--- src/rtl/game_pkg.sv ---
// Shared types, constants and helpers for the falling-character game.
package game_pkg;

    typedef enum logic [1:0] {
        ST_IDLE,
        ST_PICK,
        ST_PROBE,
        ST_OFFER
    } spawn_state_t;

    localparam logic [15:0] LFSR_MASK     = 16'hB400;
    localparam logic [7:0]  ASCII_BASE    = 8'h61;
    localparam int          LETTER_COUNT  = 26;
    localparam int          DEF_SLOT_W    = 20;
    localparam int          DEF_NUM_SLOTS = 32;

    // One Galois step: shift right, fold the mask in when a one falls out.
    function automatic logic [15:0] lfsr_step(input logic [15:0] q);
        return {1'b0, q[15:1]} ^ (q[0] ? LFSR_MASK : 16'h0000);
    endfunction

    // Scale a random byte onto 'a'..'z' without a divider: (r*26)>>8.
    function automatic logic [7:0] letter_from(input logic [7:0] r);
        logic [12:0] prod;
        prod = 13'(r) * 13'(LETTER_COUNT);
        return ASCII_BASE + {3'b000, prod[12:8]};
    endfunction

endpackage

--- src/rtl/lfsr16.sv ---
// 16-bit Galois LFSR that advances only while enabled.
module lfsr16
    import game_pkg::*;
(
    input  logic        clk,
    input  logic        rst,
    input  logic        en,
    input  logic [15:0] seed,
    output logic [15:0] q
);

    // Load the seed on reset, otherwise step once per enabled cycle.
    always_ff @(posedge clk) begin
        if (rst) begin
            q <= seed;
        end else if (en) begin
            q <= lfsr_step(q);
        end
    end

endmodule

--- src/rtl/char_spawner.sv ---
// Periodic spawner: picks a random letter, speed and free column slot and
// offers it downstream over valid/ready, tracking slot occupancy.
//
// Handshake: spawn_valid is high exactly while the FSM sits in OFFER and all
// spawn_* fields are held stable; the transfer happens on a rising edge where
// spawn_valid and spawn_ready are both high. Dropping en withdraws the offer
// without a transfer.
module char_spawner
    import game_pkg::*;
#(
    parameter int          NUM_SLOTS = DEF_NUM_SLOTS,
    parameter int          SLOT_W    = DEF_SLOT_W,
    parameter int          X_MARGIN  = 4,
    parameter int          TICK_DIV  = 25_000_000,
    parameter logic [15:0] SEED      = 16'hACE1
) (
    input  logic                         clk,
    input  logic                         rst,
    input  logic                         en,
    input  logic                         clear,
    input  logic                         free_valid,
    input  logic [$clog2(NUM_SLOTS)-1:0] free_slot,
    output logic                         spawn_valid,
    input  logic                         spawn_ready,
    output logic [7:0]                   spawn_ascii,
    output logic [2:0]                   spawn_speed,
    output logic [$clog2(NUM_SLOTS)-1:0] spawn_slot,
    output logic [9:0]                   spawn_x,
    output logic [NUM_SLOTS-1:0]         occupancy,
    output logic [$clog2(NUM_SLOTS):0]   live_count
);

    localparam int SW = $clog2(NUM_SLOTS);
    localparam int DW = (TICK_DIV > 1) ? $clog2(TICK_DIV) : 1;

    logic [15:0]          lfsr_q;
    logic [DW-1:0]        div_q;
    logic                 tick;
    spawn_state_t         state_q, state_d;
    logic [SW-1:0]        cand_q, cand_d;
    logic [SW-1:0]        probes_q, probes_d;
    logic                 load_fields;
    logic                 load_x;
    logic                 handshake;
    logic [NUM_SLOTS-1:0] occ_q, occ_d;
    logic [7:0]           ascii_q;
    logic [2:0]           speed_q;
    logic [9:0]           x_q;
    logic                 unused_lfsr;

    lfsr16 u_lfsr (
        .clk  (clk),
        .rst  (rst),
        .en   (en),
        .seed (SEED),
        .q    (lfsr_q)
    );

    // Bit 10 sits between the speed and slot fields and is not consumed.
    assign unused_lfsr = lfsr_q[10];

    assign tick = en && (div_q == DW'(TICK_DIV - 1));

    // Spawn-interval divider, parked at zero whenever the game is not running.
    always_ff @(posedge clk) begin
        if (rst || !en) begin
            div_q <= '0;
        end else if (tick) begin
            div_q <= '0;
        end else begin
            div_q <= div_q + 1'b1;
        end
    end

    // FSM and probe registers.
    always_ff @(posedge clk) begin
        if (rst) begin
            state_q  <= ST_IDLE;
            cand_q   <= '0;
            probes_q <= '0;
        end else begin
            state_q  <= state_d;
            cand_q   <= cand_d;
            probes_q <= probes_d;
        end
    end

    // Next state: ticks outside IDLE are dropped; a full field ends the attempt.
    always_comb begin
        state_d     = state_q;
        cand_d      = cand_q;
        probes_d    = probes_q;
        load_fields = 1'b0;
        load_x      = 1'b0;
        handshake   = 1'b0;
        if (!en) begin
            state_d = ST_IDLE;
        end else begin
            case (state_q)
                ST_IDLE: begin
                    if (tick) state_d = ST_PICK;
                end
                ST_PICK: begin
                    cand_d      = SW'(lfsr_q[15:11]);
                    probes_d    = '0;
                    load_fields = 1'b1;
                    state_d     = ST_PROBE;
                end
                ST_PROBE: begin
                    if (!occ_q[cand_q]) begin
                        load_x  = 1'b1;
                        state_d = ST_OFFER;
                    end else if (probes_q == SW'(NUM_SLOTS - 1)) begin
                        state_d = ST_IDLE;
                    end else begin
                        cand_d   = cand_q + 1'b1;
                        probes_d = probes_q + 1'b1;
                    end
                end
                ST_OFFER: begin
                    if (spawn_ready) begin
                        handshake = 1'b1;
                        state_d   = ST_IDLE;
                    end
                end
                default: state_d = ST_IDLE;
            endcase
        end
    end

    // Registered spawn fields: letter/speed latched in PICK, x once a slot is found.
    always_ff @(posedge clk) begin
        if (rst) begin
            ascii_q <= '0;
            speed_q <= '0;
            x_q     <= '0;
        end else begin
            if (load_fields) begin
                ascii_q <= letter_from(lfsr_q[7:0]);
                speed_q <= 3'd1 + {1'b0, lfsr_q[9:8]};
            end
            if (load_x) begin
                x_q <= 10'(int'(cand_q) * SLOT_W + X_MARGIN);
            end
        end
    end

    // Occupancy update: clear beats a handshake set, which beats a free.
    always_comb begin
        occ_d = occ_q;
        if (free_valid) occ_d[free_slot] = 1'b0;
        if (handshake)  occ_d[cand_q]    = 1'b1;
        if (clear)      occ_d            = '0;
    end

    // Occupancy map and its one-cycle-late population count.
    always_ff @(posedge clk) begin
        if (rst) begin
            occ_q      <= '0;
            live_count <= '0;
        end else begin
            occ_q      <= occ_d;
            live_count <= (SW + 1)'($countones(occ_q));
        end
    end

    assign spawn_valid = (state_q == ST_OFFER);
    assign spawn_ascii = ascii_q;
    assign spawn_speed = speed_q;
    assign spawn_slot  = cand_q;
    assign spawn_x     = x_q;
    assign occupancy   = occ_q;

endmodule

--- config.mk ---
export PLATFORM = sky130hd
export DESIGN_NAME = char_spawner
export DESIGN_NICKNAME = d
export VERILOG_FILES = /design/src/rtl/game_pkg.sv /design/src/rtl/lfsr16.sv /design/src/rtl/char_spawner.sv
export SDC_FILE = /design/constraint.sdc
export NUM_CORES = 1
export LEC_CHECK = 0
export BUFFER_PORTS_ARGS = -buffer_cell sky130_fd_sc_hd__buf_2
export CAP_MARGIN = 30
export CORE_UTILIZATION = 40
export CTS_CLUSTER_DIAMETER = 50
export CTS_CLUSTER_SIZE = 24
export DETAILED_ROUTE_END_ITERATION = 8
export GPL_ROUTABILITY_DRIVEN = 0
export HOLD_SLACK_MARGIN = 0.02
export PLACE_DENSITY = 0.69
export SYNTH_ARGS = -nofsm -noshare
export SYNTH_HDL_FRONTEND = slang
export SYNTH_SLANG_ARGS = --single-unit
--- constraint.sdc ---
create_clock -name clk -period 4.4 [get_ports clk]
set_input_delay 0.22 -clock clk [delete_from_list [all_inputs] [get_ports clk]]
set_output_delay 0.22 -clock clk [all_outputs]
set_load 0.03 [all_outputs]
; Word level (Yosys, flattened, before mapping)
; Index checks and enable logic that the tools add are counted.
[word_totals]
reg_bits = 112
inputBits = 11
out_inout_bits = 65
elab_cells = 108
[op_classes]
add_sub_neg = 37
multipliers = 2
order_cmp = 4
eq_ne = 10
mux = 28
bitwise_logic = 5
n_reduce_logical = 12
[ops]
columns = op, n
row1 = $mux 32, 2
row2 = $add 1x1->2, 16
row3 = $and 32x32->32, 1
row4 = $not 32->32, 1
row5 = $or 32x32->32, 1
row6 = $add 25x1->25 const B, 1
row7 = $eq 25x25->1 const B, 1
row8 = $add 2x2->3, 8
row9 = $mux 5, 4
row10 = $pmux 5 s2, 2
row11 = $add 3x3->4, 4
row12 = $mux 16, 1
row13 = $xor 15x16->16, 1
row14 = $lt 5x6->1 const B, 2
row15 = $mul 8x4->12 const B, 1
row16 = $mux 1, 11
row17 = $add 10x3->10 const B, 1
row18 = $add 4x4->5, 2
row19 = $add 5x1->5 const B, 2
row20 = $demux 1 s5, 2
row21 = $ge 5x1->1 const B, 2
row22 = $add 7x5->8 const A, 1
row23 = $mul 5x3->8 const B, 1
row24 = $mux 2, 4
row25 = 19 further kinds, 26

; Depth between registers and ports, before layout
; Gate-level depths: netlist of the first run.
[logic_depth]
depth_word = 9
ltp_mapped = 16
mapped_depth_nobuf = 16

; Modules after synthesis
; Synthesis of the first run repeated with hierarchy kept, for this count alone.
[unflattened]
hier_cells = 743
hier_area_um2 = 6755.2
[by_module_without_submodules]
columns = mod, instances, cells_each, area_each_um2, seq_area_each_um2
row1 = char_spawner, 1, 702, 5998.3, 1881.8
row2 = lfsr16, 1, 41, 757.0, 480.5

; Worst setup path before layout of the first run
; OpenSTA, ideal clock, no wires.
[synth_path]
path_type = register to register
from = register occ_q[0], in the netlist occupancy[0]
to = register live_count[5]
setup_time_ns = 0.117
arrival_time_ns = 4.608
required_ns = 4.283
path_slack_ns = -0.324
stages_incl_launch_ff = 17
path_buffers = 0
period_less_slack_ns = 4.724
path_cell_list = dfxtp_1 inv_1 fa_1 fa_1 inv_1 fa_1 fa_1 fa_1 inv_1 fa_1 inv_1 ha_1 a21o_1 a21oi_1 inv_1 a21oi_1 nor3b_1
[synth_via]
elab_chain_cells = 5
[synth_lines]
columns = element, line_no
row1 = "start, declared", char_spawner.sv:45  ; logic [NUM_SLOTS-1:0] occ_q, occ_d;
row2 = "start signal, assigned", char_spawner.sv:159  ; occ_q <= '0;
row3 = "start signal, assigned", char_spawner.sv:162  ; occ_q <= occ_d;
row4 = $add 1x1->2 (not written as such), char_spawner.sv:163  ; live_count <= (SW + 1)'($countones(occ_q));
row5 = $add 2x2->3 (not written as such), char_spawner.sv:163
row6 = $add 3x3->4 (not written as such), char_spawner.sv:163
row7 = $add 4x4->5 (not written as such), char_spawner.sv:163
row8 = $add 5x5->6 (not written as such), char_spawner.sv:163
row9 = "end signal, assigned", char_spawner.sv:163
row10 = "end, declared", char_spawner.sv:30  ; output logic [$clog2(NUM_SLOTS):0] live_count
; Every way passes these cells.
; A chain may end at the register's enable or synchronous reset.

; Final worst setup path of the first run
[layout_path]
from = register occ_q[21], in the netlist occupancy[21]
to = register live_count[5]
; The elaborated chain is that of the path after synthesis.

==> metrics.txt, run 1 <==
status complete, but fails checks; failing checks negative setup slack; crit end category register; Antenna Nets Post-Route 0; clk_lat worst skew 0.35 ns; cells after synthesis 739; Post-synth EDFFs 0; Avg Vias per Cell 5.20; Synth async-reset ratio 0; detailed placer's ending HPWL 11200 um; mux contribution to synthesized area 0.0531; top-count cell post-synth dfxtp_1; initial antenna violation count 1; min Tclk post-route 4.46 ns; wire per inst 14.8 um; DP Worst Slack -0.114 ns; slowest cell delay on critical path 0.56 ns; fin crit share 1.01; crit path max fanout 2; Synth Area per Inst 8.99 um2; largest family of logic cells by synthesized area simple AND/OR/NAND/NOR gates; WP data required 4.62 ns; final hold vios 0; synth cell count leaders dfxtp_1 (110), inv_1 (82), nor2_1 (75); htree depth 3; fmax 0.224 GHz; Total GRT Usage 0.187; Die Y-Extent 131 um; simple logic cell fraction of the synthesized area 0.177; setup_tns -0.115 ns; clock root buffer master clkbuf_16; fillers 1511; worst slew pin tran 0.918 ns; DRC Markers 0; Netlist cell types 69; largest net degree at the start of global routing 40; xor/xnor share of the synthesized area 0.0553; first-pass GRT wire length 24900 um; synthesis-to-layout area growth 14.3%; clk_skew 0.00794 ns; clk buf depth 2; Detailed Route Iter0 Violations 338; total gr overflow 0; Setup crit start kind register; ys flop type dfxtp_1; IO Pins 76; top cell type by total area after synthesis dfxtp_1; First-pass DRT Iterations 5; Top cell by count, worst path fa_1; final setup fails 3; Worst EP arrival 4.68 ns; met2 Use GR 0.313; via count 5381; final net count 892; busiest grt layer met2; Worst-path clk slew 0.08 ns; die area 17100 um2; starting density of the core 0.414; RSZ-0062 raised after global routing true; Worst Path Class, Setup reg -> reg; share of cells above drive strength 1 0.204; M1 GR Usage 0.247; Core Rows 46; share of the synthesized area in the top cell type 0.331; Post-Synth Adder-Cell Area 0.163; Num CTS Buffers 9; Max Cap Viol 0; Clock Sinks 110; synth top area cells dfxtp_1 (33%), fa_1 (8.7%), ha_1 (7.5%); Worst Hold Class in -> reg; met3 usage in global routing 0.0273; slowest CP cell fa_1; post-synthesis compound-gate area fraction 0.144; Final Total Pwr 2.06 mW; Leak 3.17 nW; die width 131 um; Slew headroom 0.384; sequential-to-total area share from yosys stat 0.331; cell chain of the critical path fa_1 > inv_2 > fa_1 > inv_2 > fa_1 > fa_1 > fa_1 > inv_1 > fa_1 > inv_1 > ha_1 > a21o_1 > a21oi_2 > inv_1 > a21oi_1 > nor3b_1; Buffers on Ports 73; P per Cell Area 271 nW/um2; routed wire length 15300 um; number of global-route vias before repair 5105; CTS tree done; Max VDD drop 0.000147 V; Synth Warn # 0; Slew Limit Fails 0; post-synthesis register bit count 110; mapped cell area 6650 um2; worst setup margin -0.0576 ns; Core ar. 16100 um2; post-layout util 0.473
placed cells by master, fill, tap and decap left out, types with 4 or more instances in the layout:
master | synthesis | routed
and3_1 | 8 | 8
xor2_1 | 25 | 25
and2_1 | 7 | 7
nor3_1 | 4 | 4
clkbuf_16 | 0 | 10
nor2_1 | 75 | 75
o21ai_0 | 46 | 46
fa_1 | 29 | 28
nor4b_1 | 4 | 4
nand4_1 | 4 | 4
dfxtp_4 | 0 | 9
dfxtp_2 | 0 | 6
a21o_1 | 4 | 4
inv_2 | 0 | 6
or3b_2 | 4 | 4
nor4_1 | 6 | 6
nand3b_1 | 5 | 5
nand3_1 | 22 | 22
buf_4 | 3 | 19
dfxtp_1 | 110 | 95
mux2i_1 | 15 | 15
nor2b_1 | 5 | 5
buf_2 | 1 | 73
a21oi_1 | 54 | 52
ha_1 | 40 | 39
mux4_1 | 6 | 6
inv_1 | 82 | 76
nand2b_1 | 4 | 4
nand2_1 | 63 | 63
a211oi_2 | 6 | 6
xnor2_1 | 17 | 17
a211oi_1 | 8 | 8
logic make-up after synthesis:
logic type	count (synthesis)
AOI/OAI and AO/OA	146
xor gates and xnor gates	42
adders and majority gates	69
buffers and inverters	114
DFF	110
muxes	23
other	1
and+or+nand+nor	234
cell type report:
cell class | instances | area [um2] | area share
multi-input cells | 516 | 3960 | 0.521
flip-flops and latches | 110 | 2240 | 0.295
repair buffers | 92 | 508 | 0.0669
inverters | 83 | 312 | 0.0410
well taps | 216 | 270 | 0.0356
clock buffers | 11 | 264 | 0.0348
clock inverters | 5 | 36.3 | 0.00478
diodes | 1 | 2.50 | 0.000330
per-layer routing:
layer  vias up  wire length, um
met5         -                0
met4         0              269
met3        17              807
met2       154             7190
met1      2553             7050
li1       2657                -
per-stage QoR:
| stage | hold WS [ns] | area [um2] | cells |
|---|---|---|---|
| after floorplan | 0.316 | 6700 | 740 |
| after global placement | 0.440 | 7290 | 1017 |
| after detailed placement | 0.439 | 7290 | 1017 |
| after CTS | 0.0683 | 7590 | 1033 |
| after global routing | 0.0685 | 7590 | 1033 |
| final | 0.0768 | 7590 | 1034 |
report_power, final:
part	internal [mW]	switching, mW	total [mW]
clock	0.438	0.388	0.826
combinational	0.0885	0.133	0.222
sequential	1.00	0.0125	1.01
state kept, by name (all words and copies together) (netlist names):
signal	flops
spawn_x	8
occupancy	32
probes_q	5
div_q	25
spawn_ascii	8
state_q	2
live_count	6
u_lfsr.q	16
spawn_slot	5
spawn_speed	3
worst paths after layout:
path	from	endpoint	slack, ns	cells past startpoint
setup / recovery	occupancy[21]$_SDFF_PP0_	live_count[5]$_SDFF_PP0_	-0.06	16
hold / removal	spawn_ready	state_q[1]$_SDFFE_PP0P_	0.08	2
setup reg to reg	occupancy[21]$_SDFF_PP0_	live_count[5]$_SDFF_PP0_	-0.06	16
hold reg to reg	spawn_ascii[1]$_SDFFE_PP0P_	spawn_ascii[1]$_SDFFE_PP0P_	0.45	2
timing repair:
item                       4_1_cts  5_1_grt
buffers inserted                 0        0
setup endpoints to repair        3        5
pin swaps                        6        1
hold buffers                     0        0
resized for setup                2        3
critical path, delay by kind of cell (launching register included):
kind,cells,cell delay (ns)
buf+inv,5,0.26
fa+ha+maj,7,3.15
compound gates,3,0.49
simple gates,1,0.07
flops,1,0.35
Note: power is estimated with default switching activity, not from simulation.
==> run 2, diff against run 1 <==
--- a/config.mk
+++ b/config.mk
@@ -14,6 +14,7 @@
 export GPL_ROUTABILITY_DRIVEN = 0
 export HOLD_SLACK_MARGIN = 0.02
 export PLACE_DENSITY = 0.69
+export SKIP_CTS_REPAIR_TIMING = 1
 export SYNTH_ARGS = -nofsm -noshare
 export SYNTH_HDL_FRONTEND = slang
 export SYNTH_SLANG_ARGS = --single-unit
==> metrics.txt, run 2 (synthesis results as in run 1) <==
Max Cap Viol 0; commonest non-fill, non-tap cell in the layout dfxtp_1; detailed placer's ending HPWL 11200 um; largest net degree at the start of global routing 40; routed wire length 15300 um; first-pass GRT wire length 24900 um; Max VDD drop 0.000147 V; P per Cell Area 271 nW/um2; min Tclk post-route 4.46 ns; HP Start spawn_ready; Leak 3.18 nW; clk_lat worst skew 0.35 ns; fillers 1510; Worst-path clk slew 0.08 ns; Avg Vias per Cell 5.22; die width 131 um; Worst Path Class, Setup reg -> reg; final net count 893; Slew Limit Fails 0; die area 17100 um2; total gr overflow 0; slowest CP cell fa_1; Worst EP arrival 4.70 ns; final hold vios 0; reg-to-reg setup timing slack -0.06 ns; slowest cell delay on critical path 0.56 ns; First-pass DRT Iterations 5; RR Startpoint occupancy[21]$_SDFF_PP0_; Num CTS Buffers 9; number of global-route vias before repair 5109; DP Worst Slack -0.114 ns; CTS tree done; wire per inst 14.7 um; Clock Sinks 110; cell chain of the critical path fa_1 > inv_2 > fa_1 > fa_1 > fa_1 > fa_1 > fa_1 > inv_1 > ha_2 > inv_2 > fa_2 > inv_2 > a21o_1 > a21oi_2 > xor2_1 > nor2_1; Core ar. 16100 um2; final setup fails 2; initial antenna violation count 1; DRC Markers 0; worst setup margin -0.0646 ns; Core Rows 46; setup_tns -0.108 ns; starting density of the core 0.414; Top cell by count, worst path fa_1; Buffers on Ports 73; post-layout util 0.473; clk buf depth 2; crit end category register; Reg-to-Reg End live_count[4]$_SDFF_PP0_; Worst R2R Path Depth 16; synthesis-to-layout area growth 14.4%; register area 2240 um2; htree depth 3; WP data required 4.63 ns; RSZ-0062 raised after global routing true; Endpoint, Worst Hold state_q[1]$_SDFFE_PP0P_; footprint of the multi-input gates 3960 um2; Worst Hold Depth 2; IO Pins 76; Worst Hold Class in -> reg; most frequent cells in the layout dfxtp_1 (95), inv_1 (76), nor2_1 (75), buf_2 (73), nand2_1 (63); Setup crit start kind register; via count 5405; status complete, but fails checks; fmax 0.224 GHz; clk_skew 0.00750 ns; share of cells above drive strength 1 0.205; Detailed Route Iter0 Violations 413; Die Y-Extent 131 um; fin crit share 1.01; worst slew pin tran 0.906 ns; Antenna Nets Post-Route 0; Slew headroom 0.391; Total GRT Usage 0.188; Largest register FFs 32; clock root buffer master clkbuf_16; crit path max fanout 2; failing checks negative setup slack
run 2: through the flow:
step | cells | total power [mW] | hold WS (ns) | area [um2]
final | 1035 | 2.06 | 0.0776 | 7600
after global routing | 1034 | 2.14 | 0.0685 | 7600
after CTS | 1033 | 2.07 | 0.0683 | 7590
after detailed placement | 1017 | 1.26 | 0.439 | 7290
after global placement | 1017 | 1.25 | 0.440 | 7290
after floorplan | 740 | 1.21 | 0.316 | 6700
run 2: worst max-delay path by stage:
stage / from / endpoint / slack [ns] / cells past startpoint
3_3_place_gp: occupancy[21]$_SDFF_PP0_ / live_count[4]$_SDFF_PP0_ / -0.07 / 16
5_1_grt: occupancy[21]$_SDFF_PP0_ / live_count[4]$_SDFF_PP0_ / -0.25 / 16
6_report: occupancy[21]$_SDFF_PP0_ / live_count[4]$_SDFF_PP0_ / -0.06 / 16
2_1_floorplan: occupancy[0]$_SDFF_PP0_ / live_count[5]$_SDFF_PP0_ / -0.009 / 16
3_5_place_dp: occupancy[21]$_SDFF_PP0_ / live_count[4]$_SDFF_PP0_ / -0.11 / 16
4_1_cts: occupancy[21]$_SDFF_PP0_ / live_count[4]$_SDFF_PP0_ / -0.14 / 16
run 2: layer usage:
layer | part of all wire | GRT usage | up-vias | wire length [um]
li1 | - | - | 2658 | -
met1 | 0.46 | 0.248 | 2571 | 7090
met2 | 0.47 | 0.313 | 154 | 7120
met3 | 0.048 | 0.0273 | 22 | 736
met4 | 0.021 | 0.0636 | 0 | 325
met5 | 0 | 0 | - | 0
run 2: final cells by class:
cell class / count / share of cell area
multi-input combinational: 516 / 0.521
antenna: 1 / 0.000329
tap: 216 / 0.0356
clock buffer: 11 / 0.0347
timing repair buffer: 93 / 0.0678
sequential: 110 / 0.295
inverter: 83 / 0.0410
clock inverter: 5 / 0.00477
run 2: worst max-delay path: cells and delay by family, from the launching register on:
family	cells	cell delay [ns]
adders and majority gates	8	3.45
DFF	1	0.35
buffers and inverters	4	0.20
AOI/OAI and AO/OA	2	0.17
xor gates and xnor gates	1	0.13
and+or+nand+nor	1	0.05
run 2: report_power, final:
part / switching (mW) / leakage, nW / internal [mW]
Clock: 0.385 / 0.148 / 0.438
Combinational: 0.133 / 2.13 / 0.0885
Sequential: 0.0125 / 0.900 / 1.00
